==> config.mk <==
export PLATFORM = sky130hd
export DESIGN_NAME = operand_fetch_flat
export DESIGN_NICKNAME = d
export VERILOG_FILES = /design/src/rtl/operand_fetch_if.sv /design/src/rtl/operand_fetch.sv /design/src/flat_wrapper.sv
export SDC_FILE = /design/constraint.sdc
export NUM_CORES = 1
export LEC_CHECK = 0
export ABC_AREA = 0
export BUFFER_PORTS_ARGS = -buffer_cell sky130_fd_sc_hd__buf_2
export CORE_ASPECT_RATIO = 1.75
export CORE_MARGIN = 8
export CORE_UTILIZATION = 51
export CTS_CLUSTER_DIAMETER = 40
export DETAILED_ROUTE_END_ITERATION = 12
export PLACE_DENSITY = 0.92
export SYNTH_ARGS = -nofsm -noshare
export SYNTH_HDL_FRONTEND = slang
export SYNTH_SLANG_ARGS = --single-unit
==> constraint.sdc <==
create_clock -name reloj_cucu -period 3.37 [get_ports reloj_cucu]
set_input_delay 0.5055 -clock reloj_cucu [delete_from_list [all_inputs] [get_ports reloj_cucu]]
set_output_delay 0.5055 -clock reloj_cucu [all_outputs]
set_load 0.01 [all_outputs]
==> src/rtl/operand_fetch_if.sv <==
// rtl/operand_fetch_if.sv - decode, register-file, writeback and issue signals of operand_fetch
interface operand_fetch_if #(
   parameter int ADDR  = 5,
   parameter int BUS_W = 32
);
   logic             id_valid;
   logic             id_ready;
   logic [ADDR-1:0]  id_rs;
   logic [ADDR-1:0]  id_rt;
   logic [ADDR-1:0]  id_rd;
   logic [ADDR-1:0]  rs_addr;
   logic [ADDR-1:0]  rt_addr;
   logic [BUS_W-1:0] rs_data;
   logic [BUS_W-1:0] rt_data;
   logic             wb_write;
   logic [ADDR-1:0]  wb_addr;
   logic [BUS_W-1:0] wb_data;
   logic             op_valid;
   logic             op_ready;
   logic [BUS_W-1:0] op_a;
   logic [BUS_W-1:0] op_b;
   logic [ADDR-1:0]  op_rd;

   modport slave (
      input  id_valid, id_rs, id_rt, id_rd, rs_data, rt_data,
             wb_write, wb_addr, wb_data, op_ready,
      output id_ready, rs_addr, rt_addr, op_valid, op_a, op_b, op_rd
   );

   modport master (
      output id_valid, id_rs, id_rt, id_rd, rs_data, rt_data,
             wb_write, wb_addr, wb_data, op_ready,
      input  id_ready, rs_addr, rt_addr, op_valid, op_a, op_b, op_rd
   );
endinterface

==> src/rtl/operand_fetch.sv <==
// rtl/operand_fetch.sv - operand read stage with writeback forwarding and pending-write scoreboard
module operand_fetch #(
   parameter int ADDR  = 5,
   parameter int BUS_W = 32
) (
   input  logic              reloj_cucu,
   input  logic              reset,
   operand_fetch_if.slave    bus,
   output logic [15:0]       stall_count
);
   localparam int NREG = 1 << ADDR;

   logic [NREG-1:0]  r_pend;
   logic [NREG-1:0]  w_pend_nxt;
   logic             r_op_valid;
   logic [BUS_W-1:0] r_op_a;
   logic [BUS_W-1:0] r_op_b;
   logic [ADDR-1:0]  r_op_rd;
   logic [15:0]      r_stall;

   logic             w_rs_fwd;
   logic             w_rt_fwd;
   logic             w_rs_haz;
   logic             w_rt_haz;
   logic             w_hazard;
   logic             w_ready;
   logic             w_accept;
   logic [BUS_W-1:0] w_a;
   logic [BUS_W-1:0] w_b;

   assign bus.rs_addr = bus.id_rs;
   assign bus.rt_addr = bus.id_rt;

   // A same-cycle writeback both supplies the value and retires the hazard.
   assign w_rs_fwd = bus.wb_write && (bus.wb_addr == bus.id_rs);
   assign w_rt_fwd = bus.wb_write && (bus.wb_addr == bus.id_rt);

   assign w_a = (bus.id_rs == '0) ? '0 : (w_rs_fwd ? bus.wb_data : bus.rs_data);
   assign w_b = (bus.id_rt == '0) ? '0 : (w_rt_fwd ? bus.wb_data : bus.rt_data);

   assign w_rs_haz = (bus.id_rs != '0) && r_pend[bus.id_rs] && !w_rs_fwd;
   assign w_rt_haz = (bus.id_rt != '0) && r_pend[bus.id_rt] && !w_rt_fwd;
   assign w_hazard = bus.id_valid && (w_rs_haz || w_rt_haz);

   assign w_ready  = (!r_op_valid || bus.op_ready) && !w_hazard;
   assign w_accept = bus.id_valid && w_ready;

   // Set is applied after clear so a younger producer keeps its bit.
   always_comb begin
      w_pend_nxt = r_pend;
      if (bus.wb_write) begin
         w_pend_nxt[bus.wb_addr] = 1'b0;
      end
      if (w_accept && (bus.id_rd != '0)) begin
         w_pend_nxt[bus.id_rd] = 1'b1;
      end
      w_pend_nxt[0] = 1'b0;
   end

   always_ff @(posedge reloj_cucu or negedge reset) begin
      if (!reset) begin
         r_pend     <= '0;
         r_op_valid <= 1'b0;
         r_op_a     <= '0;
         r_op_b     <= '0;
         r_op_rd    <= '0;
         r_stall    <= '0;
      end else begin
         r_pend <= w_pend_nxt;
         if (w_accept) begin
            r_op_valid <= 1'b1;
            r_op_a     <= w_a;
            r_op_b     <= w_b;
            r_op_rd    <= bus.id_rd;
         end else if (r_op_valid && bus.op_ready) begin
            r_op_valid <= 1'b0;
         end
         if (w_hazard && (r_stall != 16'hFFFF)) begin
            r_stall <= r_stall + 16'd1;
         end
      end
   end

   assign bus.id_ready = w_ready;
   assign bus.op_valid = r_op_valid;
   assign bus.op_a     = r_op_a;
   assign bus.op_b     = r_op_b;
   assign bus.op_rd    = r_op_rd;
   assign stall_count  = r_stall;
endmodule

==> src/flat_wrapper.sv <==
// flat-port wrapper written by rule: the top's interface ports become plain ports
module operand_fetch_flat 
#(
   parameter int ADDR  = 5,
   parameter int BUS_W = 32
)
  (reloj_cucu, reset, stall_count, bus_id_valid, bus_id_rs, bus_id_rt, bus_id_rd, bus_rs_data, bus_rt_data, bus_wb_write, bus_wb_addr, bus_wb_data, bus_op_ready, bus_id_ready, bus_rs_addr, bus_rt_addr, bus_op_valid, bus_op_a, bus_op_b, bus_op_rd);
  operand_fetch_if #(.ADDR(ADDR), .BUS_W(BUS_W)) bus_i ();
  input  logic reloj_cucu;
  input  logic reset;
  output logic [15:0] stall_count;
  input wire logic [$bits(bus_i.id_valid)-1:0] bus_id_valid;
  input wire logic [$bits(bus_i.id_rs)-1:0] bus_id_rs;
  input wire logic [$bits(bus_i.id_rt)-1:0] bus_id_rt;
  input wire logic [$bits(bus_i.id_rd)-1:0] bus_id_rd;
  input wire logic [$bits(bus_i.rs_data)-1:0] bus_rs_data;
  input wire logic [$bits(bus_i.rt_data)-1:0] bus_rt_data;
  input wire logic [$bits(bus_i.wb_write)-1:0] bus_wb_write;
  input wire logic [$bits(bus_i.wb_addr)-1:0] bus_wb_addr;
  input wire logic [$bits(bus_i.wb_data)-1:0] bus_wb_data;
  input wire logic [$bits(bus_i.op_ready)-1:0] bus_op_ready;
  output wire logic [$bits(bus_i.id_ready)-1:0] bus_id_ready;
  output wire logic [$bits(bus_i.rs_addr)-1:0] bus_rs_addr;
  output wire logic [$bits(bus_i.rt_addr)-1:0] bus_rt_addr;
  output wire logic [$bits(bus_i.op_valid)-1:0] bus_op_valid;
  output wire logic [$bits(bus_i.op_a)-1:0] bus_op_a;
  output wire logic [$bits(bus_i.op_b)-1:0] bus_op_b;
  output wire logic [$bits(bus_i.op_rd)-1:0] bus_op_rd;
  assign bus_i.id_valid = bus_id_valid;
  assign bus_i.id_rs = bus_id_rs;
  assign bus_i.id_rt = bus_id_rt;
  assign bus_i.id_rd = bus_id_rd;
  assign bus_i.rs_data = bus_rs_data;
  assign bus_i.rt_data = bus_rt_data;
  assign bus_i.wb_write = bus_wb_write;
  assign bus_i.wb_addr = bus_wb_addr;
  assign bus_i.wb_data = bus_wb_data;
  assign bus_i.op_ready = bus_op_ready;
  assign bus_id_ready = bus_i.id_ready;
  assign bus_rs_addr = bus_i.rs_addr;
  assign bus_rt_addr = bus_i.rt_addr;
  assign bus_op_valid = bus_i.op_valid;
  assign bus_op_a = bus_i.op_a;
  assign bus_op_b = bus_i.op_b;
  assign bus_op_rd = bus_i.op_rd;
  operand_fetch #(.ADDR(ADDR), .BUS_W(BUS_W)) u_core (.reloj_cucu(reloj_cucu), .reset(reset), .bus(bus_i), .stall_count(stall_count));
endmodule
# Yosys cells after proc, flatten, opt, wreduce, memory -nomap -nowiden
# Cells that the tools add are included.
op_classes:
  eq_ne: 3
  magnitude_cmp: 6
  bitwise_logic: 3
  muxes: 16
  n_reduce_logical: 26
  add_sub_neg: 1
ops:
  columns: ["cell", "n"]
  rows:
  - ["32-bit two-way mux", 6]
  - ["32-bit bitwise AND", 1]
  - ["32-bit NOT", 1]
  - ["32-bit bitwise OR", 1]
  - ["5-bit by 6-bit < comparator with 1-bit output, second input constant", 4]
  - ["16-bit by 1-bit adder with 16-bit output, second input constant", 1]
  - ["16-bit inequality test, second input constant", 1]
  - ["5-bit nonzero test", 3]
  - ["1-bit logical AND", 14]
  - ["1-bit binary-select mux with 5-bit select", 2]
  - ["1-bit demux with 5-bit select", 2]
  - ["5-bit equality test", 2]
  - ["5-bit by 1-bit greater-or-equal comparator with 1-bit output, second input constant", 2]
  - ["5-bit zero test", 2]
  - ["1-bit two-way mux", 6]
  - ["1-bit zero test", 4]
  - ["1-bit logical OR", 2]
  - ["2-bit nonzero test", 1]
word_totals:
  output_inout_bits: 97
  inputBits: 121
  ff_bits: 117
  wordCells: 61

# Longest topological paths before layout
# Gate-level depths: netlist of the first run.
logic_depth:
  word_depth: 11
  ltp_mapped: 12
  ltp_nobuf: 7

# Worst setup path before layout of the first run
# Ideal clock, no wire load.
synth_path:
  path_type: "input to register"
  start: "input port bus_id_rt[0]"
  end: "register u_core.r_op_b[10] (netlist: u_core.bus.op_b[10])"
  setup_ns: 0.125
  required_ns: 3.245
  t_arrival_ns: 2.756
  path_buffers: 3
  slack_ns: 0.490
  cell_stages: 9
  path_cell_list: "buf_2 mux4_2 mux2_2 o31ai_1 o22ai_2 buf_4 nor2_2 buf_6 mux2_2"
synth_via:
  elab_chain_len: 9
synth_rtl:
  columns: ["element", "line", "source"]
  rows:
  - ["start: declaration", "flat_wrapper.sv:14", "input wire logic [$bits(bus_i.id_rt)-1:0] bus_id_rt;"]
  - ["1-bit binary-select mux with 5-bit select or 5-bit equality test (tied branches)", "operand_fetch.sv:42, operand_fetch.sv:36", null]
  - ["1-bit two-way mux (not written as such) or 1-bit logical AND (tied branches)", "operand_fetch.sv:42, operand_fetch.sv:36", null]
  - ["1-bit logical AND or 1-bit zero test (tied branches)", "operand_fetch.sv:42", "assign w_rt_haz = (bus.id_rt != '0) && r_pend[bus.id_rt] && !w_rt_fwd;"]
  - ["1-bit logical AND", "operand_fetch.sv:42", null]
  - ["1-bit logical OR", "operand_fetch.sv:43", "assign w_hazard = bus.id_valid && (w_rs_haz || w_rt_haz);"]
  - ["1-bit logical AND", "operand_fetch.sv:43", null]
  - ["1-bit zero test", "operand_fetch.sv:45", "assign w_ready = (!r_op_valid || bus.op_ready) && !w_hazard;"]
  - ["1-bit logical AND", "operand_fetch.sv:45", null]
  - ["1-bit logical AND", "operand_fetch.sv:46", "assign w_accept = bus.id_valid && w_ready;"]
  - ["end signal: assignment", "operand_fetch.sv:73", "r_op_b <= w_b;"]
  - ["end: declaration", "operand_fetch.sv:17", "logic [BUS_W-1:0] r_op_b;"]
# Parallel ways exist; a longest one is shown, timed or not. The select of a mux whose other input is x is not followed.
# A chain may end at the register's enable or synchronous reset.

# Final worst setup path of the first run
layout_path:
  start: "input port bus_id_rs[0]"
  end: "output port bus_id_ready"
layout_via:
  elab_chain_len: 8
layout_rtl:
  columns: ["element", "line", "source"]
  rows:
  - ["start: declaration", "flat_wrapper.sv:13", "input wire logic [$bits(bus_i.id_rs)-1:0] bus_id_rs;"]
  - ["1-bit binary-select mux with 5-bit select or 5-bit equality test (tied branches)", "operand_fetch.sv:41, operand_fetch.sv:35", null]
  - ["1-bit two-way mux (not written as such) or 1-bit logical AND (tied branches)", "operand_fetch.sv:41, operand_fetch.sv:35", null]
  - ["1-bit logical AND or 1-bit zero test (tied branches)", "operand_fetch.sv:41", "assign w_rs_haz = (bus.id_rs != '0) && r_pend[bus.id_rs] && !w_rs_fwd;"]
  - ["1-bit logical AND *", "operand_fetch.sv:41", null]
  - ["1-bit logical OR *", "operand_fetch.sv:43", null]
  - ["1-bit logical AND *", "operand_fetch.sv:43", null]
  - ["1-bit zero test *", "operand_fetch.sv:45", null]
  - ["1-bit logical AND *", "operand_fetch.sv:45", null]
  - ["end: declaration", "flat_wrapper.sv:22", "output wire logic [$bits(bus_i.id_ready)-1:0] bus_id_ready;"]
# Mark *: on every way between the ends. The rest lies on a longest branch, timed or not. The select of a mux whose other input is x is not followed.

==> results by group, run 1 <==
Power
  • NetSw: around 1700 uW
  • Combinational share of power: 0.270
  • Switching part of the total: 0.300
  • Seq pwr share: 0.367
  • Clock share of power: 0.363
  • PD cells: about 700 mW/mm^2
  • Total Power: about 5600 uW
  • Max VDD drop: between 400 and 500 uV
  • Cell internal pwr: 3890 uW
  • Static leakage: roughly 0.0037 uW

Logic synthesis
  • Synth warnings: 0
  • Register area share after synthesis: 0.462
  • Syn Nets: between 600 and 700
  • Most used DFF post-synth: dfrtp_1
  • Async SR Flop Fraction: 1.00
  • Most common cell in the netlist: dfrtp_1
  • Most frequent cells after synthesis: dfrtp_1 (117), o21ai_0 (67), o31ai_1 (55)
  • Post-Syn Instances: between 500 and 600
  • Synth cell types: 44
  • Register bit total from synthesis: 117
  • Avg Cell Area, Syn: 11.4 um^2
  • Top cells by area, synth: dfrtp_1 (46%), mux2_2 (7.1%), mux2i_1 (7.1%)
  • EDFF count, synth: 0
  • Post-synth top area cell: dfrtp_1
  • Cell area after synthesis: ~0.0063 mm^2
  • Synth top area share: 0.462

STA
  • Slew @ Worst Pin: 0.637 ns
  • RSZ-0062 raised after global routing: false
  • Fin. Hold Viols: 0
  • Final setup vio count: 0
  • Setup TNS: 0 ns
  • Worst clock skew: ~0.013 ns
  • Fin. max-slew vios: 0
  • Min cycle time layout: 3.15 ns
  • Tcrit/Tclk final: 0.936
  • Achievable Freq: about 0.32 GHz
  • Max_slew headroom: 0.575

Clock network
  • Clock sinks: 117
  • Clock Tree Buf Depth: 2
  • Post-CTS Setup Bufs: 0
  • TritonCTS clock tree: yes
  • Clk_lat worst skew: 0.40 ns
  • Post-CTS Resized: 0
  • H-tree depth: 4
  • Reg clk slew, reported paths: 0.05 ns
  • TritonCTS buffer count: 17
  • Clk Tree Root Cell: clkbuf_16
  • Hold_buf cts: 0

Critical path
  • Cell mode on critical path: buf_2
  • Worst R2R Setup Slack: 0.52 ns
  • Critical path launch point type: input port
  • Top cell family by delay on the critical path: simple AND/OR/NAND/NOR gates
  • Slowest stage delay, CP: about 0.6 ns
  • WS Path Type: input port to primary output
  • WP buf/inv: 2
  • Crit-path cells: buf_2 -> mux4_1 -> mux2i_1 -> and3_1 -> or4_1 -> o22ai_4 -> a21boi_0 -> buf_2
  • CP Capture Type: primary output
  • Slowest CP cell: or4_1
  • Worst Path Arrival: 2.65 ns
  • Critical path fanouts, max: 14
  • CP required: 2.86 ns

Route
  • TritonRoute pass-1 iters: 5
  • Wire length per cell: 21.9 um
  • DRC viols: 0
  • Vias: 5601
  • 1st-iter DRT viols: 349
  • Post-route antenna net violation count: 0
  • Final wirelength: 20300 um
  • Vias/cell: about 6.0

GRT
  • First-pass GRT wire length: around 31000 um
  • Largest net degree at the start of global routing: 118
  • Gr ovfl total: 0
  • Antenna violations before repair: 0
  • Overall global routing resource usage: 0.245
  • Vias in the first global route: 5958

Place
  • RD Place Congestion: 0.899
  • I/O Buffers: 217
  • Post-DP HPWL: approximately 15000 um

Floorplan
  • Core Region: around 0.012 mm^2
  • Die width: 100 um
  • Initial Util: 0.516
  • Site Rows: 54
  • # IOs: roughly 220
  • Die ar.: 0.0164 mm^2
  • Die Height: ~160 um

Layout
  • N_diodes: 0
  • Final layout net count: 870
  • Proportion of layout cells with a drive suffix above 1: 0.428
  • Area delta synth->final: 28.5%

Run
  • Max-cap viol count: 0

Hold path
  • Hold Crit Class: input port to asynchronous set/reset pin

Status
  • Status: finished clean
[sequential cells by signal, indices dropped and copies added (netlist names)]
name                 cells
u_core.bus.op_rd         5
u_core.stall_count      16
u_core.bus.op_a         32
u_core.r_pend           31
u_core.bus.op_valid      1
u_core.bus.op_b         32
[metal layers]
layer	track usage	vias to the layer above	share of wire
li1	-	2497	-
met1	0.251	2728	0.35
met2	0.459	306	0.55
met3	0.0487	70	0.064
met4	0.117	0	0.038
met5	0	-	0
[path summary, 6_finish.rpt]
check                           cells past startpoint                         startpoint                                end
worst max-delay path                                8                       bus_id_rs[0]                       bus_id_ready
worst min-delay path                                2                              reset    u_core.bus.op_b[29]$_DFFE_PN0P_
worst max register to register                      7         u_core.r_pend[4]$_DFF_PN0_         u_core.r_pend[4]$_DFF_PN0_
worst min register to register                      1  u_core.stall_count[4]$_DFFE_PN0P_  u_core.stall_count[4]$_DFFE_PN0P_
max in group asynchronous                           2                              reset     u_core.bus.op_a[4]$_DFFE_PN0P_
min in group reloj_cucu                             2                       bus_id_rd[0]    u_core.bus.op_rd[0]$_DFFE_PN0P_
[power groups by stage]
stage	Sequential [uW]	Combinational, uW	Clock (uW)
after detailed placement	2060	1510	0
after global routing	2090	1630	2090
after floorplan	2170	696	0
final	2040	1500	2020
after global placement	2040	1460	0
after CTS	2040	1520	2040
[stage by stage]
step	hold WS [ns]	cells	worst slack, ns	instance area (um^2)	utilization
floorplan	0.210	556	0.490	6340	-
global placement	0.464	897	0.200	7490	0.609
detailed placement	0.486	897	0.0394	7490	0.609
CTS	0.220	928	0.231	8150	0.662
global route	0.254	928	0.134	8150	0.662
finish	0.168	928	0.216	8150	0.662
[cells by family after synthesis]
family | share of synthesized area
flip-flops | 0.462
multiplexers | 0.186
XOR/XNOR | 0.0331
AO/OA/AOI/OAI | 0.185
AND/OR/NAND/NOR | 0.0801
buffers and inverters | 0.0523
adder cells (fa/ha/maj) | 0.00197
[placed cells by master, fill, tap and decap left out, types with 4 or more instances in the layout]
cell type  count
nor2_1         6
a22o_1        32
inv_1          4
nand2b_1       4
mux2_2        40
and3_1         8
o21ai_0       67
dfrtp_1      117
nand3_1       11
xor2_1         8
mux2i_1       45
bufinv_16      6
buf_4         13
o31ai_2        5
nand2_1       11
nand4_1       12
mux4_2         9
nand3b_1      11
xnor2_1       16
o31ai_1       55
clkbuf_16     17
buf_2        216
[cell type report]
cell class / instances / area [um^2]
clock buffers: 21 / 450
clock inverters: 10 / 203
fillers: 958 / 4150
inverters: 4 / 15.0
multi-input cells: 377 / 3120
flip-flops and latches: 117 / 2930
well taps: 168 / 210
repair buffers: 231 / 1220
No activity file was read; power rests on OpenSTA's default activity.
==> inputs of run 2 (changes only) <==
--- a/config.mk
+++ b/config.mk
@@ -6,12 +6,13 @@
 export NUM_CORES = 1
 export LEC_CHECK = 0
 export ABC_AREA = 0
-export BUFFER_PORTS_ARGS = -buffer_cell sky130_fd_sc_hd__buf_2
+export BUFFER_PORTS_ARGS = -buffer_cell sky130_fd_sc_hd__buf_4
 export CORE_ASPECT_RATIO = 1.75
 export CORE_MARGIN = 8
 export CORE_UTILIZATION = 51
 export CTS_CLUSTER_DIAMETER = 40
 export DETAILED_ROUTE_END_ITERATION = 12
+export MAX_ROUTING_LAYER = met4
 export PLACE_DENSITY = 0.92
 export SYNTH_ARGS = -nofsm -noshare
 export SYNTH_HDL_FRONTEND = slang
==> constraint.sdc (replaced) <==
create_clock -name reloj_cucu -period 3.37 [get_ports reloj_cucu]
set_input_delay 0.674 -clock reloj_cucu [delete_from_list [all_inputs] [get_ports reloj_cucu]]
set_output_delay 0.674 -clock reloj_cucu [all_outputs]
set_load 0.01 [all_outputs]
==> run 2 against run 1 <==
  * Fmax down 3.4%
  * Register-to-register slack worse by 0.10 ns
  * Largest power group unchanged
  * Final cell count up 0.11%
==> results by group, run 2 (synthesis results as in run 1) <==
Critical path
  • WP buf/inv: 2 (unchanged)
  • Crit-path cells: buf_4 -> mux4_2 -> mux2i_1 -> and3_1 -> or4_1 -> o22ai_4 -> a21boi_0 -> buf_4
  • Slowest CP cell: or4_1
  • Cell mode on critical path: buf_4
  • Critical path launch point type: input port
  • Slowest stage delay, CP: 0.58 ns (-0.02 ns)
  • Top cell family by delay on the critical path: simple AND/OR/NAND/NOR gates
  • CP Capture Type: primary output
  • Worst R2R Setup Slack: 0.42 ns (-0.10 ns)
  • Crit Reg-Reg Startpoint: u_core.r_pend[7]$_DFF_PN0_
  • Worst Path Arrival: 2.59 ns (-0.06 ns)
  • Reg2Reg Capture Point: u_core.r_pend[6]$_DFF_PN0_
  • WS Path Type: input port to primary output
  • R2r worst-path depth: 8 (+1)
  • Critical path fanouts, max: 12 (-2)
  • Worst path depth: 8 (unchanged)
  • CP required: 2.70 ns (-0.16 ns)

Route
  • TritonRoute pass-1 iters: 5 (unchanged)
  • Vias: 5738 (+2.4%)
  • Vias/cell: 6.18 (+2.3%)
  • Wire length per cell: 23.9 um (+9.2%)
  • DRC viols: 0 (unchanged)
  • Final wirelength: 22200 um (+9.4%)
  • Post-route antenna net violation count: 0 (unchanged)
  • 1st-iter DRT viols: 439 (+26%)

Layout
  • Finished Cell Area: 0.00866 mm^2 (+6.3%)
  • Proportion of layout cells with a drive suffix above 1: 0.428 (+0.000752)
  • Leading cell type in the layout, fill and taps excluded: buf_4
  • N_diodes: 0 (unchanged)
  • Area delta synth->final: 36.5%
  • Final layout net count: 871 (+0.11%)
  • Commonest cells after routing, fill and taps aside: buf_4 (229), dfrtp_1 (117), o21ai_0 (67)

Clock network
  • Hold_buf cts: 0 (unchanged)
  • Clock sinks: 117 (unchanged)
  • Post-CTS Setup Bufs: 0 (unchanged)
  • Clock Tree Buf Depth: 2 (unchanged)
  • Clk Tree Root Cell: clkbuf_16
  • Clk_lat worst skew: 0.41 ns (about the same)
  • TritonCTS clock tree: yes
  • Post-CTS Resized: 0 (unchanged)
  • Reg clk slew, reported paths: 0.05 ns (about the same)
  • H-tree depth: 4 (unchanged)
  • TritonCTS buffer count: 17 (unchanged)

Place
  • Post-DP Area: 0.00805 mm^2 (+7.5%)
  • I/O Buffers: 217 (unchanged)
  • Post-DP HPWL: 16400 um (+8.4%)
  • RD Place Congestion: 0.992 (+10%)

Power
  • NetSw: 1720 uW (+3.3%)
  • Clock share of power: 0.330 (-0.033)
  • Static leakage: 0.00387 uW (+4.3%)
  • Seq pwr share: 0.366 (about the same)
  • Max VDD drop: 413 uV (-5.5%)
  • Cell internal pwr: 3960 uW (+1.7%)
  • Combinational share of power: 0.304 (+0.034)
  • PD cells: 657 mW/mm^2 (-3.9%)
  • Switching part of the total: 0.303 (+0.00322)
  • Total Power: 5680 uW (+2.2%)

GRT
  • Vias in the first global route: 6435 (+8.0%)
  • Overall global routing resource usage: 0.280 (+0.0348)
  • Largest net degree at the start of global routing: 65 (-45%)
  • Antenna violations before repair: 0 (unchanged)
  • First-pass GRT wire length: 34300 um (+9.9%)
  • Gr ovfl total: 0 (unchanged)

Status
  • Status: finished clean

Floorplan
  • Die ar.: 0.0164 mm^2 (unchanged)
  • # IOs: 218 (unchanged)
  • Site Rows: 54 (unchanged)
  • Core Region: 0.0123 mm^2 (unchanged)
  • Initial Util: 0.516 (unchanged)
  • Die width: 100 um (unchanged)
  • Die Height: 164 um (unchanged)

STA
  • Final setup vio count: 0 (unchanged)
  • Tcrit/Tclk final: 0.969 (+0.0326)
  • RSZ-0062 raised after global routing: false
  • Min cycle time layout: 3.26 ns (+0.110 ns)
  • Fin. max-slew vios: 0 (unchanged)
  • Fin. Hold Viols: 0 (unchanged)
  • Slew @ Worst Pin: 0.837 ns (+0.200 ns)
  • Worst clock skew: 0.0112 ns (-0.00232 ns)
  • Max_slew headroom: 0.442 (-0.133)
  • WHS: 0.374 ns (+0.206 ns)
  • Achievable Freq: 0.306 GHz (-3.4%)

Hold path
  • Hold Crit Class: input port to asynchronous set/reset pin

Run
  • Max-cap viol count: 0 (unchanged)
-- run 2: cell types whose count changed in the layout (fill, tap and decap cells not counted), moves of 2 or more --
cell       delta
bufinv_16     -2
clkinv_2      +2
buf_2       -216
buf_4       +216
-- run 2: final cells by class --
| cell class | count | area, um^2 |
|---|---|---|
| multi-input cells | 377 | 3120 |
| clock buffers | 21 | 450 |
| well taps | 168 | 210 |
| flip-flops and latches | 117 | 2930 |
| inverters | 4 | 15.0 |
| clock inverters | 10 | 154 |
| repair buffers | 232 | 1780 |
| fillers | 901 | 3640 |
-- run 2: how the worst max path moves through the flow --
| stage | to | start |
|---|---|---|
| 2_1_floorplan | bus_id_ready | bus_id_rt[0] |
| 3_3_place_gp | u_core.r_pend[7]$_DFF_PN0_ | bus_id_rs[0] |
| 3_5_place_dp | u_core.r_pend[19]$_DFF_PN0_ | bus_id_rs[0] |
| 4_1_cts | bus_id_ready | bus_id_rs[0] |
| 5_1_grt | bus_id_ready | bus_id_rs[0] |
| 6_report | bus_id_ready | bus_id_rs[0] |
-- run 2: per-layer routing --
layer / part of all wire / track usage / wire length (um)
met5: 0 / - / 0
met4: 0.042 / 0.161 / 942
met3: 0.068 / 0.0529 / 1510
met2: 0.54 / 0.482 / 12000
met1: 0.35 / 0.292 / 7770
-- run 2: power groups by stage --
stage	clock [uW]	sequential, uW	combinational (uW)
after CTS	1890	2070	1740
after detailed placement	0	2090	1740
after global placement	0	2060	1670
after global routing	1950	2120	1850
final	1870	2080	1730
after floorplan	0	2170	696
-- run 2: per-stage QoR --
| step | TNS, ns | cells | util | setup slack, ns |
|---|---|---|---|---|
| after floorplan | 0 | 556 | - | 0.179 |
| after global placement | 0 | 898 | 0.655 | 0.0458 |
| after detailed placement | -0.710 | 898 | 0.655 | -0.0774 |
| after CTS | 0 | 929 | 0.704 | 0.111 |
| after global routing | 0 | 929 | 0.704 | 0.0621 |
| final | 0 | 929 | 0.704 | 0.106 |
-- run 2: worst reg2reg max path, stage by stage (launching register included) --
cell and delay [ns]:
dfrtp_1 0.39, mux4_2 0.47, mux2_2 0.27, o31ai_1 0.35, o22ai_4 0.17, buf_12 0.19
or2_2 0.39, buf_4 0.28, o31ai_1 0.32
==> inputs of run 3 (changes only) <==
--- a/config.mk
+++ b/config.mk
@@ -6,7 +6,7 @@
 export NUM_CORES = 1
 export LEC_CHECK = 0
 export ABC_AREA = 0
-export BUFFER_PORTS_ARGS = -buffer_cell sky130_fd_sc_hd__buf_4
+export BUFFER_PORTS_ARGS = -buffer_cell sky130_fd_sc_hd__buf_2
 export CORE_ASPECT_RATIO = 1.75
 export CORE_MARGIN = 8
 export CORE_UTILIZATION = 51
==> run 3 against run 2 <==
  * Core utilization decreased by 3.6 points
  * Clock-buffer cell count is 1 lower
  * Register-to-register slack gained 0.03 ns
  * Non-clock buffer count up 4
  * Hold slack worse by 0.26 ns
  * Clock skew rose by 0.00065 ns
  * Total power shrank 3.3%
  * Design area shrank 5.1%
==> results by group, run 3 (synthesis results as in run 1) <==
Status
  • Status: finished clean

Clock network
  • Clock Tree Buf Depth: 2 (unchanged)
  • TritonCTS buffer count: 17 (unchanged)
  • Clk Tree Root Cell: clkbuf_16
  • Clk_lat worst skew: 0.41 ns (about the same)
  • Reg clk slew, reported paths: 0.06 ns (about the same)
  • TritonCTS clock tree: yes
  • Clock sinks: 117 (unchanged)
  • H-tree depth: 4 (unchanged)

Power
  • Static leakage: 0.00374 uW (-3.3%)
  • Max VDD drop: 407 uV (-1.5%)
  • PD cells: 669 mW/mm^2 (+1.9%)

STA
  • Slew @ Worst Pin: 0.646 ns (-0.191 ns)
  • Fin. Hold Viols: 0 (unchanged)
  • Min cycle time layout: 3.26 ns (-0.00876 ns)
  • Tcrit/Tclk final: 0.966 (-0.00260)
  • Worst clock skew: 0.0118 ns (+0.000646 ns)
  • WHS: 0.112 ns (-0.262 ns)
  • Final worst setup slack: 0.114 ns (+0.00876 ns)
  • Achievable Freq: 0.307 GHz (+0.27%)
  • Max_slew headroom: 0.568 (+0.126)
  • RSZ-0062 raised after global routing: false
  • Final setup vio count: 0 (unchanged)
  • Fin. max-slew vios: 0 (unchanged)

Route
  • Post-route antenna net violation count: 0 (unchanged)
  • Vias/cell: 5.95 (-3.7%)
  • Vias: 5549 (-3.3%)
  • Wire length per cell: 21.7 um (-9.3%)
  • DRC viols: 0 (unchanged)
  • TritonRoute pass-1 iters: 4 (-1)
  • 1st-iter DRT viols: 284 (-35%)
  • Final wirelength: 20200 um (-9.0%)

Critical path
  • Critical path launch point type: input port
  • R2r worst-path depth: 8 (unchanged)
  • WS Path Type: input port to primary output
  • CP required: 2.70 ns (about the same)
  • CP Capture Type: primary output
  • Worst setup path end: bus_id_ready
  • CP Launch Point: bus_id_rs[0]
  • Critical path fanouts, max: 8 (-4)
  • Worst Path Arrival: 2.58 ns (about the same)
  • Worst R2R Setup Slack: 0.45 ns (+0.03 ns)
  • Reg2Reg Capture Point: u_core.bus.op_a[19]$_DFFE_PN0P_
  • Crit Reg-Reg Startpoint: u_core.r_pend[7]$_DFF_PN0_

Floorplan
  • Die ar.: 0.0164 mm^2 (unchanged)
  • # IOs: 218 (unchanged)
  • Die width: 100 um (unchanged)
  • Site Rows: 54 (unchanged)
  • Initial Util: 0.516 (unchanged)
  • Die Height: 164 um (unchanged)
  • Core Region: 0.0123 mm^2 (unchanged)

Layout
  • Area delta synth->final: 29.6%
  • Commonest cells after routing, fill and taps aside: buf_2 (215), dfrtp_1 (117), o21ai_0 (67)
  • Final layout net count: 875 (+0.46%)
  • Proportion of layout cells with a drive suffix above 1: 0.437 (+0.00822)
  • Leading cell type in the layout, fill and taps excluded: buf_2
  • N_diodes: 0 (unchanged)

Place
  • I/O Buffers: 217 (unchanged)
  • Placement Setup Slack: -0.0602 ns (+0.0172 ns)
  • Post-DP HPWL: 15400 um (-5.7%)
  • RD Place Congestion: 0.991 (about the same)

GRT
  • Gr ovfl total: 0 (unchanged)
  • Largest net degree at the start of global routing: 70 (+7.7%)
  • Antenna violations before repair: 0 (unchanged)
  • First-pass GRT wire length: 31700 um (-7.6%)
  • Met3 Use GR: 0.0580 (+0.00512)
  • Overall global routing resource usage: 0.258 (-0.0223)
  • Met2 GRT Util: 0.467 (-0.0143)
  • Busiest layer in global routing: met2
  • Vias in the first global route: 5943 (-7.6%)
  • M1 GR Usage: 0.256 (-0.0360)

Run
  • Max-cap viol count: 0 (unchanged)

Hold path
  • Hold Crit Class: input port to asynchronous set/reset pin
run 3: cell types whose count changed in the layout (fill, tap and decap cells not counted), sizes merged:
| cell | delta |
|---|---|
| clkinvlp | +3 |
| buf | +3 |
| clkinv | -2 |
run 3: critical path: stages:
cell      delay, ns
clkbuf_4       0.18
buf_12         0.16
mux2i_1        0.11
o311ai_0       0.30
a211oi_1       0.08
or4_1          0.57
o22ai_4        0.23
a21boi_1       0.12
buf_2          0.15
run 3: worst min path at each step:
stage / slack (ns) / cells past startpoint / startpoint / to
floorplan: 0.38 / 0 / reset / u_core.bus.op_a[0]$_DFFE_PN0P_
global placement: 0.46 / 1 / u_core.bus.op_b[8]$_DFFE_PN0P_ / u_core.bus.op_b[8]$_DFFE_PN0P_
detailed placement: 0.48 / 1 / u_core.bus.op_b[8]$_DFFE_PN0P_ / u_core.bus.op_b[8]$_DFFE_PN0P_
CTS: 0.10 / 1 / reset / u_core.r_pend[12]$_DFF_PN0_
global route: 0.11 / 1 / reset / u_core.bus.op_rd[4]$_DFFE_PN0P_
finish: 0.11 / 1 / reset / u_core.bus.op_rd[3]$_DFFE_PN0P_
run 3: what timing repair did:
action,CTS,global route
setup buffers,0,0
hold buffers,0,0
setup endpoints to repair,0,1
resized for setup,0,3
run 3: final cells by class:
type | count | area (um^2)
fillers | 944 | 4080
multi-input cells | 377 | 3130
inverters | 4 | 15.0
clock buffers | 20 | 467
repair buffers | 236 | 1300
clock inverters | 11 | 174
flip-flops and latches | 117 | 2930
well taps | 168 | 210
run 3: stage by stage:
step / total power (uW) / area (um^2) / cells / utilization / TNS, ns
after floorplan: 2870 / 6340 / 556 / - / 0
after detailed placement: 3580 / 7570 / 902 / 0.615 / -1.48
after CTS: 5540 / 8210 / 933 / 0.667 / 0
final: 5500 / 8220 / 933 / 0.668 / 0
after global routing: 5770 / 8220 / 933 / 0.668 / 0
after global placement: 3510 / 7570 / 902 / 0.615 / 0
run 3: power by group:
group	switching (uW)	internal, uW
clock network	637	1290
registers	252	1800
logic	805	707
run 3: layer usage:
layer  wire length (um)  up-vias
li1                   -     2505
met1               7010     2718
met5                  0        -
met4                706        0
met2              11300      262
met3               1210       64
